--- src/rtl/axil_rd_arbiter_if.sv ---
// AXI4-Lite read address / read data channel bundle.
// The arbiter connects through the master modport and the downstream read stage through the slave modport.
interface axil_rd_arbiter_if #(
  parameter int ADDR_W = 32,
  parameter int DATA_W = 32
);
  logic              ARVALID;
  logic              ARREADY;
  logic [ADDR_W-1:0] ARADDR;
  logic [2:0]        ARPROT;
  logic              RVALID;
  logic              RREADY;
  logic [DATA_W-1:0] RDATA;
  logic [1:0]        RRESP;

  modport master (
    output ARVALID, ARADDR, ARPROT, RREADY,
    input  ARREADY, RVALID, RDATA, RRESP
  );

  modport slave (
    input  ARVALID, ARADDR, ARPROT, RREADY,
    output ARREADY, RVALID, RDATA, RRESP
  );
endinterface

--- src/rtl/axil_rd_arbiter.sv ---
// Round-robin arbiter for two read requesters sharing one AXI4-Lite read channel.
// Only one read transaction is outstanding at a time: IDLE -> ADDR -> DATA -> RESP -> IDLE.
module axil_rd_arbiter #(
  parameter int ADDR_W = 32,
  parameter int DATA_W = 32
) (
  input  logic              ACLK,
  input  logic              ARESETn,
  input  logic              s0_req_valid,
  output logic              s0_req_ready,
  input  logic [ADDR_W-1:0] s0_req_addr,
  input  logic [2:0]        s0_req_prot,
  input  logic              s1_req_valid,
  output logic              s1_req_ready,
  input  logic [ADDR_W-1:0] s1_req_addr,
  input  logic [2:0]        s1_req_prot,
  output logic              s0_rsp_valid,
  input  logic              s0_rsp_ready,
  output logic              s1_rsp_valid,
  input  logic              s1_rsp_ready,
  output logic [DATA_W-1:0] rsp_data,
  output logic [1:0]        rsp_resp,
  axil_rd_arbiter_if.master m_axil,
  output logic              busy,
  output logic              grant
);

  typedef enum logic [1:0] {
    S_IDLE,
    S_ADDR,
    S_DATA,
    S_RESP
  } state_t;

  state_t            r_state;
  state_t            w_state_nxt;
  logic              r_ptr;
  logic              r_grant;
  logic [ADDR_W-1:0] r_araddr;
  logic [2:0]        r_arprot;
  logic [DATA_W-1:0] r_rdata;
  logic [1:0]        r_rresp;

  logic w_any_req;
  logic w_pick;
  logic w_rsp_ready;

  // A lone requester always wins; the pointer only breaks ties.
  assign w_any_req   = s0_req_valid | s1_req_valid;
  assign w_pick      = (s0_req_valid & s1_req_valid) ? r_ptr : s1_req_valid;
  assign w_rsp_ready = r_grant ? s1_rsp_ready : s0_rsp_ready;

  always_comb begin
    // NOTE: every signal gets a default before the case so no latch is inferred.
    w_state_nxt  = r_state;
    s0_req_ready = 1'b0;
    s1_req_ready = 1'b0;
    case (r_state)
      S_IDLE: begin
        if (w_any_req) begin
          w_state_nxt  = S_ADDR;
          s0_req_ready = ~w_pick;
          s1_req_ready = w_pick;
        end
      end
      S_ADDR: if (m_axil.ARREADY) w_state_nxt = S_DATA;
      S_DATA: if (m_axil.RVALID)  w_state_nxt = S_RESP;
      S_RESP: if (w_rsp_ready)    w_state_nxt = S_IDLE;
      default: w_state_nxt = S_IDLE;
    endcase
  end

  always_ff @(posedge ACLK or negedge ARESETn) begin
    // NOTE: sequential state uses non-blocking assignments so all registers update together.
    if (!ARESETn) r_state <= S_IDLE;
    else          r_state <= w_state_nxt;
  end

  always_ff @(posedge ACLK or negedge ARESETn) begin
    if (!ARESETn) begin
      r_ptr    <= 1'b0;
      r_grant  <= 1'b0;
      r_araddr <= '0;
      r_arprot <= '0;
      r_rdata  <= '0;
      r_rresp  <= '0;
    end else begin
      case (r_state)
        S_IDLE: begin
          if (w_any_req) begin
            r_grant  <= w_pick;
            r_araddr <= w_pick ? s1_req_addr : s0_req_addr;
            r_arprot <= w_pick ? s1_req_prot : s0_req_prot;
          end
        end
        S_DATA: begin
          if (m_axil.RVALID) begin
            r_rdata <= m_axil.RDATA;
            r_rresp <= m_axil.RRESP;
          end
        end
        S_RESP: begin
          // The requester just served loses the next tie.
          if (w_rsp_ready) r_ptr <= ~r_grant;
        end
        default: ;
      endcase
    end
  end

  assign m_axil.ARVALID = (r_state == S_ADDR);
  assign m_axil.RREADY  = (r_state == S_DATA);
  assign m_axil.ARADDR  = r_araddr;
  assign m_axil.ARPROT  = r_arprot;

  assign s0_rsp_valid = (r_state == S_RESP) & ~r_grant;
  assign s1_rsp_valid = (r_state == S_RESP) &  r_grant;
  assign rsp_data     = r_rdata;
  assign rsp_resp     = r_rresp;
  assign busy         = (r_state != S_IDLE);
  assign grant        = r_grant;

endmodule

--- src/flat_wrapper.sv ---
// flat-port wrapper written by rule: the top's interface ports become plain ports
module axil_rd_arbiter_flat 
#(
  parameter int ADDR_W = 32,
  parameter int DATA_W = 32
)
  (ACLK, ARESETn, s0_req_valid, s0_req_ready, s0_req_addr, s0_req_prot, s1_req_valid, s1_req_ready, s1_req_addr, s1_req_prot, s0_rsp_valid, s0_rsp_ready, s1_rsp_valid, s1_rsp_ready, rsp_data, rsp_resp, busy, grant, m_axil_ARVALID, m_axil_ARADDR, m_axil_ARPROT, m_axil_RREADY, m_axil_ARREADY, m_axil_RVALID, m_axil_RDATA, m_axil_RRESP);
  axil_rd_arbiter_if #(.ADDR_W(ADDR_W), .DATA_W(DATA_W)) m_axil_i ();
  input  logic ACLK;
  input  logic ARESETn;
  input  logic s0_req_valid;
  output logic s0_req_ready;
  input  logic [ADDR_W-1:0] s0_req_addr;
  input  logic [2:0] s0_req_prot;
  input  logic s1_req_valid;
  output logic s1_req_ready;
  input  logic [ADDR_W-1:0] s1_req_addr;
  input  logic [2:0] s1_req_prot;
  output logic s0_rsp_valid;
  input  logic s0_rsp_ready;
  output logic s1_rsp_valid;
  input  logic s1_rsp_ready;
  output logic [DATA_W-1:0] rsp_data;
  output logic [1:0] rsp_resp;
  output logic busy;
  output logic grant;
  output wire logic [$bits(m_axil_i.ARVALID)-1:0] m_axil_ARVALID;
  output wire logic [$bits(m_axil_i.ARADDR)-1:0] m_axil_ARADDR;
  output wire logic [$bits(m_axil_i.ARPROT)-1:0] m_axil_ARPROT;
  output wire logic [$bits(m_axil_i.RREADY)-1:0] m_axil_RREADY;
  input wire logic [$bits(m_axil_i.ARREADY)-1:0] m_axil_ARREADY;
  input wire logic [$bits(m_axil_i.RVALID)-1:0] m_axil_RVALID;
  input wire logic [$bits(m_axil_i.RDATA)-1:0] m_axil_RDATA;
  input wire logic [$bits(m_axil_i.RRESP)-1:0] m_axil_RRESP;
  assign m_axil_ARVALID = m_axil_i.ARVALID;
  assign m_axil_ARADDR = m_axil_i.ARADDR;
  assign m_axil_ARPROT = m_axil_i.ARPROT;
  assign m_axil_RREADY = m_axil_i.RREADY;
  assign m_axil_i.ARREADY = m_axil_ARREADY;
  assign m_axil_i.RVALID = m_axil_RVALID;
  assign m_axil_i.RDATA = m_axil_RDATA;
  assign m_axil_i.RRESP = m_axil_RRESP;
  axil_rd_arbiter #(.ADDR_W(ADDR_W), .DATA_W(DATA_W)) u_core (.ACLK(ACLK), .ARESETn(ARESETn), .s0_req_valid(s0_req_valid), .s0_req_ready(s0_req_ready), .s0_req_addr(s0_req_addr), .s0_req_prot(s0_req_prot), .s1_req_valid(s1_req_valid), .s1_req_ready(s1_req_ready), .s1_req_addr(s1_req_addr), .s1_req_prot(s1_req_prot), .s0_rsp_valid(s0_rsp_valid), .s0_rsp_ready(s0_rsp_ready), .s1_rsp_valid(s1_rsp_valid), .s1_rsp_ready(s1_rsp_ready), .rsp_data(rsp_data), .rsp_resp(rsp_resp), .m_axil(m_axil_i), .busy(busy), .grant(grant));
endmodule
--- config.mk ---
export PLATFORM = sky130hd
export DESIGN_NAME = axil_rd_arbiter_flat
export DESIGN_NICKNAME = d
export VERILOG_FILES = /design/src/rtl/axil_rd_arbiter_if.sv /design/src/rtl/axil_rd_arbiter.sv /design/src/flat_wrapper.sv
export SDC_FILE = /design/constraint.sdc
export NUM_CORES = 1
export LEC_CHECK = 0
export BUFFER_PORTS_ARGS = -buffer_cell sky130_fd_sc_hd__buf_2
export CORE_MARGIN = 4
export CORE_UTILIZATION = 44
export CTS_CLUSTER_SIZE = 16
export DETAILED_ROUTE_END_ITERATION = 16
export GPL_ROUTABILITY_DRIVEN = 1
export GPL_TIMING_DRIVEN = 0
export PLACE_DENSITY = 0.88
export SLEW_MARGIN = 20
export SYNTH_ARGS = -nofsm -noshare
export SYNTH_HDL_FRONTEND = slang
export SYNTH_SLANG_ARGS = --single-unit
--- constraint.sdc ---
create_clock -name ACLK -period 1.9 [get_ports ACLK]
set_input_delay 0.285 -clock ACLK [delete_from_list [all_inputs] [get_ports ACLK]]
set_output_delay 0.285 -clock ACLK [all_outputs]
set_load 0.05 [all_outputs]
* Word-level counts from Yosys, hierarchy flattened
Index checks and enable logic that the tools add are counted.
** Storage, ports and cells
- Register bits :: 73
- Bits in latches :: 0
- RAM bits :: 0
- Bits in read-only memories :: 0
- Bits of input ports :: 112
- Memories kept :: 0
** Cells by class
- Add/sub/neg operators :: 0
- Multiply operators :: 0
- Div/mod/pow operators :: 0
- Magnitude comparators :: 0
- Equality and inequality tests :: 7
- Shift-type cells :: 0
- Multiplexer cells :: 13
- Bitwise logic cells :: 6
- Reductions and logical operators :: 6
** Operators with widths (number)
- two-way mux 32 bit :: 1
- two-way mux 2 bit :: 4
- inequality test 2 x 1 -> 1 bit, second input constant :: 4
- one-hot mux 2 bit (4 select lines) :: 1
- two-way mux 1 bit :: 6
- AND reduction 2 bit :: 3
- == test 2 bit, second input constant :: 2
- AND reduction 4 bit :: 1
- AND 1 bit :: 3
- two-way mux 3 bit :: 1
- == test 2 x 1 -> 1 bit, second input constant :: 1
- logical NOT 2 bit :: 1
- inverter 1 bit :: 2
- nonzero test 2 bit :: 1
- OR 1 bit :: 1

* Depth between registers and ports, before layout
Gate-level depths: netlist of the first run.
- Depth in word-level cells :: 5
- Depth in mapped cells :: 7
- Gate-level depth less buffers :: 5

* Worst setup path before layout of the first run
OpenSTA, ideal clock, no wires.
- Path kind :: register to output
- Start :: register u_core.r_state[0]
- End :: output port s1_req_ready
- Data arrival time :: 2.101 ns
- Required time :: 1.615 ns
- Setup slack :: -0.486 ns
- Cell stages (with the launch flop) :: 5
- Buffers on the path :: 0
- Cells stage by stage :: dfrtp_1 -> inv_1 -> ha_1 -> inv_1 -> nor3_1
** Between the ends
- Word-level cells in the longest chain between the ends :: 2
** RTL lines
- start: declaration :: line axil_rd_arbiter.sv:35 : state_t r_state;
- start signal: assignment :: line axil_rd_arbiter.sv:76 : else r_state <= w_state_nxt;
- logical NOT 2 bit :: line axil_rd_arbiter.sv:58 : case (r_state)
- two-way mux 1 bit :: line axil_rd_arbiter.sv:58
- end: declaration :: line flat_wrapper.sv:16 : output logic s1_req_ready;
No other way between the ends.

* Worst setup path after layout of the first run
- Start :: register u_core.r_state[0]
- End :: output port s0_req_ready
** Between the ends
- Word-level cells in the longest chain between the ends :: 2
** RTL lines
- logical NOT 2 bit :: line axil_rd_arbiter.sv:58
- two-way mux 1 bit :: line axil_rd_arbiter.sv:58
- end: declaration :: line flat_wrapper.sv:12 : output logic s0_req_ready;
No other way between the ends.

==> impl_metrics.toml, run 1 <==
[worst_hold_path]
hold_depth = 2
hp-class = "in2reg"
min_to = "u_core.rsp_data[31]$_DFFE_PN0P_"
hp-start = "m_axil_RDATA[31]"

[grt]
grt_start_max_net_pins = 46
grt_use_met3_pct = 4.97
busiest_layer = "met2"
met1_usage_pct = 27.6
gr-total-overflow = 0
use_met2_pct = 38.4
grt_pass1_vias = 3396
grt_pass1_wl_um = 16000
grt_antenna_before_repair = 0
grt_usage_pct = 22.9

[die]
core-area_sq_um = 7330
die_area_sq_um = 9070
die_h_um = 95.2
ioPinCount = 189
die_x_um = 95.2
row_count = 31
start_util_pct = 45.7

[final_layout]
final_cell_mix = "buf_2 (194), dfrtp_1 (73), nor2_1 (38)"
drive_gt1_share_pct = 50.7
syn_to_final_growth_pct = 42.1
fin_nets = 630
fill_cells = 621
final_common_cell = "buf_2"
n_antenna_cell = 0

[setup_path]
crit_chain = "inv_2 -> ha_2 -> o21ai_1 -> nor2_1 -> buf_6"
r2r_slack_ps = 120
crit_type = "reg2out"
worstPathArrival_ps = 1490
worstSetupStartpointType = "register"
r2r-end = "u_core.r_state[1]$_DFFE_PN0P_"
r2r_cells = 5
worst_ep_required_time_ps = 1620
critical-path-top-delay-family = "flip-flops"
cp_max_fo = 4
crit_path_top_delay_cell = "dfrtp_1"
rr_startpoint = "u_core.r_state[0]$_DFFE_PN0P_"
crit_buf_inv = 2
slowest_delay_ps = 410
endpoint_kind = "primary output"

[timing]
period_share_pct = 93.6
clock.fmax_mhz = 562
worstMarginPinSlew_ps = 560
fin_skew_ps = 9.59
finalSetupTns_ps = 0
setup-violations-final = 0
finalMaxSlewViolations = 0
fin_crit_ps = 1780
slew_headroom_pct = 62.7
hold_viol_final = 0

[synth]
syn_area_sq_um = 3350
post-synth-top-area-fraction_pct = 54.6
syn-instance-count = 308
avgSynthCellArea_sq_um = 10.9
yosysTopAreaCell = "dfrtp_1"
syn_nets = 425
synth.distinct_cells = 24
ys_warn_count = 0
yosysSeqAreaShare_pct = 54.6
yosys_register_bits = 73
synth.top_cells.by_area = "dfrtp_1 (55%), mux2_2 (11%), o211ai_1 (7.8%)"

[run_status]
outcome = "complete, no violations"

[routing]
drt_iter0_drc = 135
routedWlPerCell_um = 16.8
via_count = 3304
drtPass1Iterations = 4
drt-vias-per-instance = 5.36
drc = 0
wl_um = 10400
ant_nets = 0

[power_and_ir_drop]
power_density_nw_per_um2 = 2150
peakVddDrop_mv = 1.03
p_leak_nw = 2.24
power_mw = 10.2

[clock_tree]
cts_buffer_depth = 2
clk_pin_slew_ps = 80
h-tree-depth = 3
cts_buffers = 9
insertion_delay_ps = 340
cts.sinks = 73
cts-root-buf = "clkbuf_8"
cts_tree = "yes"

[placed_design]
routabilityCongestion = 0.924
hpwl_um = 7970
numPortBuffers = 188

[job]
maxCapViolCount = 0
==> Yosys cell counts (all sizes together) <==
library cell	count
mux2	35
nor3b	1
a31oi	35
nand2	3
clkbuf	19
nor3	1
a21o	1
and2b	1
buf	10
nor2b	3
ha	5
o21a	1
inv	3
a21oi	1
clkinv	2
mux2i	2
nor2	38
and2	1
o21ai	37
o211ai	35
a2111oi	1
dfrtp	73
==> state kept, by name, indices dropped and copies added, names as in the netlist <==
register and cells:
u_core.m_axil.ARPROT 3, u_core.rsp_resp 2, u_core.rsp_data 32, u_core.r_ptr 1
u_core.r_state 2, u_core.grant 1, u_core.m_axil.ARADDR 32
==> how the worst max path moves through the flow <==
stage / from / endpoint / slack, ps / depth (start not counted)
2_1_floorplan: u_core.r_state[0]$_DFFE_PN0P_ / s1_req_ready / -40 / 4
3_3_place_gp: s0_req_valid / s0_req_ready / 50 / 7
3_5_place_dp: s0_req_valid / s0_req_ready / 50 / 7
4_1_cts: u_core.r_state[0]$_DFFE_PN0P_ / s1_req_ready / 2 / 5
5_1_grt: u_core.r_state[1]$_DFFE_PN0P_ / s1_req_ready / -7 / 5
6_report: u_core.r_state[0]$_DFFE_PN0P_ / s0_req_ready / 120 / 5
==> cell families (layout without fill, tap and decap cells) <==
kind of cell / Yosys count / in the layout / share of synthesized area, %
AO/OA/AOI/OAI: 111 / 111 / 21.0
adder cells (fa/ha/maj): 5 / 5 / 1.87
buffers and inverters: 34 / 243 / 4.19
flip-flops: 73 / 73 / 54.6
multiplexers: 37 / 37 / 12.4
AND/OR/NAND/NOR: 48 / 48 / 6.02
==> layer usage <==
| layer | vias to the layer above | part of all wire [%] |
|---|---|---|
| met4 | 0 | 4.0 |
| met3 | 37 | 5.8 |
| met1 | 1589 | 39 |
| met2 | 146 | 51 |
| met5 | - | 0 |
| li1 | 1532 | - |
==> worst reg2reg max path: stages (launching register included) <==
cell	delay [ps]
dfrtp_1	410
buf_4	150
ha_1	200
nor2b_1	140
a2111oi_2	400
mux2_1	370
==> area by class of cell <==
cell class	instances	area, sq um	area share (%)
multi-input cells	201	1400	29.4
inverters	5	18.8	0.394
clock buffers	10	138	2.89
clock inverters	5	104	2.18
well taps	99	124	2.60
repair buffers	194	1020	21.4
plain buffers	29	134	2.81
flip-flops and latches	73	1830	38.4
==> power breakdown <==
part | switching [mW] | internal [mW] | total [mW] | leakage [nW]
Combinational | 4.38 | 1.58 | 5.96 | 1.28
Clock | 0.571 | 0.901 | 1.47 | 0.122
Sequential | 0.417 | 2.35 | 2.77 | 0.837
==> what timing repair did <==
item / CTS / global route
pin swaps: 0 / 2
hold buffers: 1 / 0
resized for setup: 9 / 4
setup endpoints to repair: 2 / 12
endpoints found under the hold margin: 28 / 0
buffers inserted: 0 / 4
==> through the flow <==
stage / hold WS [ps] / utilization [%] / instance area (sq um) / std cells / worst slack [ps]
6_report: 165 / 64.9 / 4760 / 616 / 121
3_5_place_dp: 248 / 60.6 / 4440 / 596 / 53.6
2_1_floorplan: -10.6 / - / 3360 / 308 / -40.4
4_1_cts: 153 / 64.4 / 4720 / 612 / 2.49
5_1_grt: 145 / 64.9 / 4760 / 616 / -6.74
3_3_place_gp: 484 / 60.3 / 4420 / 595 / 50.8
Power figures use the tool's default switching activity.
==> inputs of run 2 (changes only) <==
--- a/config.mk
+++ b/config.mk
@@ -11,8 +11,7 @@
 export CTS_CLUSTER_SIZE = 16
 export DETAILED_ROUTE_END_ITERATION = 16
 export GPL_ROUTABILITY_DRIVEN = 1
-export GPL_TIMING_DRIVEN = 0
-export PLACE_DENSITY = 0.88
+export PLACE_DENSITY_LB_ADDON = 0.3
 export SLEW_MARGIN = 20
 export SYNTH_ARGS = -nofsm -noshare
 export SYNTH_HDL_FRONTEND = slang
==> impl_metrics.toml, run 2 (synthesis gave the netlist of run 1 again) <==
[clock_tree]
h-tree-depth = 3
cts-root-buf = "clkbuf_8"
insertion_delay_ps = 330
cts_tree = "yes"
cts_buffer_depth = 2
cts.sinks = 73
clk_pin_slew_ps = 80
cts_buffers = 9

[worst_hold_path]
hp-start = "m_axil_RDATA[5]"
hp-class = "in2reg"

[final_layout]
final_cell_mix = "buf_2 (185), dfrtp_1 (73), nor2_1 (38)"
fin_nets = 610
syn_to_final_growth_pct = 39.1
fill_cells = 655
n_antenna_cell = 0
drive_gt1_share_pct = 52.6
finalNonFillerCells = 597
final_common_cell = "buf_2"

[setup_path]
worstPathArrival_ps = 2080
rr_startpoint = "u_core.r_state[1]$_DFFE_PN0P_"
crit_type = "reg2reg"
worst_ep_required_time_ps = 2110
worstSetupStartpointType = "register"
cp-startpoint = "u_core.r_state[1]$_DFFE_PN0P_"
endpoint_kind = "register"
cp_max_fo = 4

[die]
row_count = 31
die_x_um = 95.2
die_h_um = 95.2
die_area_sq_um = 9070
ioPinCount = 189
start_util_pct = 45.7
core-area_sq_um = 7330

[routing]
drc = 0
routedWlPerCell_um = 16.5
drt-vias-per-instance = 5.31
drtPass1Iterations = 4
via_count = 3173
ant_nets = 0
wl_um = 9860
drt_iter0_drc = 123

[power_and_ir_drop]
p_leak_nw = 2.19
peakVddDrop_mv = 1.14
power_density_nw_per_um2 = 2090

[placed_design]
numPortBuffers = 188
dp.cells = 578
hpwl_um = 7370
routabilityCongestion = 0.790

[grt]
met1_usage_pct = 26.3
grt_pass1_wl_um = 15300
grt_start_max_net_pins = 38
use_met2_pct = 37.6
grt_use_met3_pct = 3.95
grt_antenna_before_repair = 0
grt_pass1_vias = 3146
gr-total-overflow = 0
busiest_layer = "met2"
grt_usage_pct = 21.7

[timing]
period_share_pct = 98.3
rsz0062_at_grt = "false"
finalSetupTns_ps = 0
fin_crit_ps = 1870
setup-violations-final = 0
hold_viol_final = 0
clock.fmax_mhz = 535
fin_skew_ps = 10.1
worstMarginPinSlew_ps = 495
slew_headroom_pct = 67.0
finalMaxSlewViolations = 0

[run_status]
outcome = "complete, no violations"

[job]
maxCapViolCount = 0
## run 2: metal layers
metal / vias up / share of wire (%) / wire length, um
met2: 128 / 52 / 5150
met3: 21 / 5.9 / 577
met4: 0 / 2.6 / 259
met1: 1527 / 39 / 3870
li1: 1497 / - / -
met5: - / 0 / 0
## run 2: final timing paths
kind	to	slack [ps]	depth (start not counted)
hold / removal	u_core.rsp_data[5]$_DFFE_PN0P_	180	2
setup / recovery	u_core.r_state[1]$_DFFE_PN0P_	30	5
hold reg to reg	u_core.rsp_data[15]$_DFFE_PN0P_	500	1
min in group asynchronous	u_core.m_axil.ARADDR[10]$_DFFE_PN0P_	470	2
setup reg to reg	u_core.r_state[1]$_DFFE_PN0P_	30	5
max in group asynchronous	u_core.r_state[0]$_DFFE_PN0P_	850	3
## run 2: area by class of cell
| class | count | area (sq um) | area share, % |
|---|---|---|---|
| flip-flops and latches | 73 | 1830 | 39.2 |
| inverters | 5 | 18.8 | 0.403 |
| multi-input cells | 201 | 1400 | 30.1 |
| clock buffers | 10 | 128 | 2.74 |
| well taps | 99 | 124 | 2.66 |
| clock inverters | 6 | 42.5 | 0.913 |
| repair buffers | 203 | 1120 | 24.0 |
## run 2: critical path, cell delays in order (launching register included)
cell and delay, ps:
dfrtp_1 440, buf_4 160, ha_2 190, nor2b_1 140
a2111oi_2 450, mux2_1 370
## run 2: timing repair
item	in CTS	in global routing
pin swaps	0	1
hold endpoints to repair	36	0
hold buffers	1	0
endpoints found under the setup margin	2	2
buffers inserted	0	2
gates resized for setup	3	4
## run 2: where the power goes
part | internal, mW | leakage (nW) | switching, mW
Combinational | 1.62 | 1.27 | 4.32
Clock | 0.477 | 0.0827 | 0.581
Sequential | 2.35 | 0.837 | 0.404
## run 2: stage by stage
step,area (sq um),util [%],hold WS [ps],total power [mW],worst slack [ps]
4_1_cts,4630,63.2,162,9.78,-25.7
2_1_floorplan,3360,-,-10.6,7.20,-40.4
6_report,4660,63.5,177,9.75,32.5
3_3_place_gp,4450,60.6,282,8.55,222
3_5_place_dp,4450,60.6,283,8.70,119
5_1_grt,4660,63.5,151,10.3,19.2
==> inputs of run 3 (changes only) <==
--- a/config.mk
+++ b/config.mk
@@ -5,7 +5,7 @@
 export SDC_FILE = /design/constraint.sdc
 export NUM_CORES = 1
 export LEC_CHECK = 0
-export BUFFER_PORTS_ARGS = -buffer_cell sky130_fd_sc_hd__buf_2
+export BUFFER_PORTS_ARGS = -buffer_cell sky130_fd_sc_hd__buf_4
 export CORE_MARGIN = 4
 export CORE_UTILIZATION = 44
 export CTS_CLUSTER_SIZE = 16
==> impl_metrics.toml, run 3 (synthesis gave the netlist of run 1 again) <==
[run_status]
outcome = "complete, no violations"

[routing]
routedWlPerCell_um = 17.2
ant_nets = 0
drc = 0
via_count = 3141
drt_iter0_drc = 118
drt-vias-per-instance = 5.29
wl_um = 10200
drtPass1Iterations = 4

[die]
row_count = 31
ioPinCount = 189
die_x_um = 95.2
start_util_pct = 45.7
die_h_um = 95.2
die_area_sq_um = 9070
core-area_sq_um = 7330

[worst_hold_path]
hold_depth = 2
min_to = "u_core.rsp_data[20]$_DFFE_PN0P_"
hp-class = "in2reg"
hp-start = "m_axil_RDATA[20]"

[timing]
worstMarginPinSlew_ps = 490
rsz0062_at_grt = "false"
hold_viol_final = 0
period_share_pct = 95.0
slew_headroom_pct = 67.3
setup-violations-final = 0
fin_skew_ps = 9.41
clock.fmax_mhz = 554
hold_ws_ps = 174
fin_crit_ps = 1810
finalMaxSlewViolations = 0

[clock_tree]
cts_tree = "yes"
cts.sinks = 73
cts_buffer_depth = 2
clk_pin_slew_ps = 80
cts_buffers = 9
cts-root-buf = "clkbuf_8"
h-tree-depth = 3
insertion_delay_ps = 330

[job]
maxCapViolCount = 0

[final_layout]
syn_to_final_growth_pct = 53.8
final_common_cell = "buf_4"
regArea_sq_um = 1830
n_antenna_cell = 0
drive_gt1_share_pct = 52.3
fin_nets = 607
design_area_sq_um = 5150
multi_input_area_sq_um = 1400
final_cell_mix = "buf_4 (194), dfrtp_1 (73), nor2_1 (38)"
fill_cells = 578
utilization_pct = 70.2

[setup_path]
r2r_slack_ps = 90
endpoint_kind = "register"
worstPathArrival_ps = 2020
worst_ep_required_time_ps = 2120
cp_max_fo = 4
rr_startpoint = "u_core.r_state[1]$_DFFE_PN0P_"
worstSetupStartpointType = "register"
crit_type = "reg2reg"
r2r_cells = 5
r2r-end = "u_core.r_state[1]$_DFFE_PN0P_"

[placed_design]
dpl-instance-area_sq_um = 4890
hpwl_um = 7460
routabilityCongestion = 0.829
numPortBuffers = 188

[grt]
grt_usage_pct = 22.2
grt_pass1_vias = 3200
gr-total-overflow = 0
grt_antenna_before_repair = 0
grt_pass1_wl_um = 15700
grt_start_max_net_pins = 67

[power_and_ir_drop]
p_leak_nw = 2.37
peakVddDrop_mv = 1.09
power_mw = 10.6
power_density_nw_per_um2 = 2050
run 3: how the worst max path moves through the flow:
stage | startpoint | to | slack, ps | cells past startpoint
after floorplan | u_core.r_state[0]$_DFFE_PN0P_ | s1_req_ready | -40 | 4
after global placement | u_core.r_state[0]$_DFFE_PN0P_ | u_core.r_state[1]$_DFFE_PN0P_ | 210 | 5
after detailed placement | u_core.r_state[0]$_DFFE_PN0P_ | u_core.r_state[1]$_DFFE_PN0P_ | 140 | 5
after CTS | u_core.r_state[0]$_DFFE_PN0P_ | s1_req_ready | 4 | 5
after global routing | u_core.r_state[0]$_DFFE_PN0P_ | s1_req_ready | 30 | 5
final | u_core.r_state[1]$_DFFE_PN0P_ | u_core.r_state[1]$_DFFE_PN0P_ | 90 | 5
run 3: timing repair:
action | CTS | global route
gates resized for setup | 1 | 4
hold buffers | 1 | 0
setup endpoints to repair | 1 | 2
setup buffers | 0 | 2
pin swaps | 0 | 1
hold endpoints to repair | 36 | 0
run 3: power by group:
group,internal [mW],leakage (nW),switching [mW]
Sequential,2.35,0.837,0.427
Clock,0.774,0.113,0.574
Combinational,2.12,1.41,4.33
run 3: cell type report:
type | count | share of cell area (%)
Inverter | 5 | 0.365
Clock inverter | 5 | 1.53
Timing Repair Buffer | 200 | 30.3
Clock buffer | 11 | 2.75
Sequential cell | 73 | 35.5
Multi-Input combinational cell | 201 | 27.2
Tap cell | 99 | 2.41
run 3: critical path: stages, from the launching register on:
cell       delay (ps)
dfrtp_1           430
buf_4             150
ha_2              180
nor2b_1           140
a2111oi_2         430
mux2_1            360
run 3: routing by layer:
layer / share of wire [%] / global-route usage, % / vias up / routed length, um
met1: 38 / 26.0 / 1517 / 3870
met5: 0 / 0 / - / 0
met4: 2.2 / 8.05 / 0 / 227
met2: 54 / 40.0 / 115 / 5490
li1: - / - / 1488 / -
met3: 6.2 / 4.58 / 21 / 638
run 3: per-stage QoR:
step / cells / setup WS, ps / setup TNS [ps]
floorplan: 308 / -40.4 / -40.4
finish: 594 / 94.9 / 0
global placement: 575 / 214 / 0
CTS: 592 / 3.84 / 0
detailed placement: 575 / 136 / 0
global route: 594 / 32.5 / 0
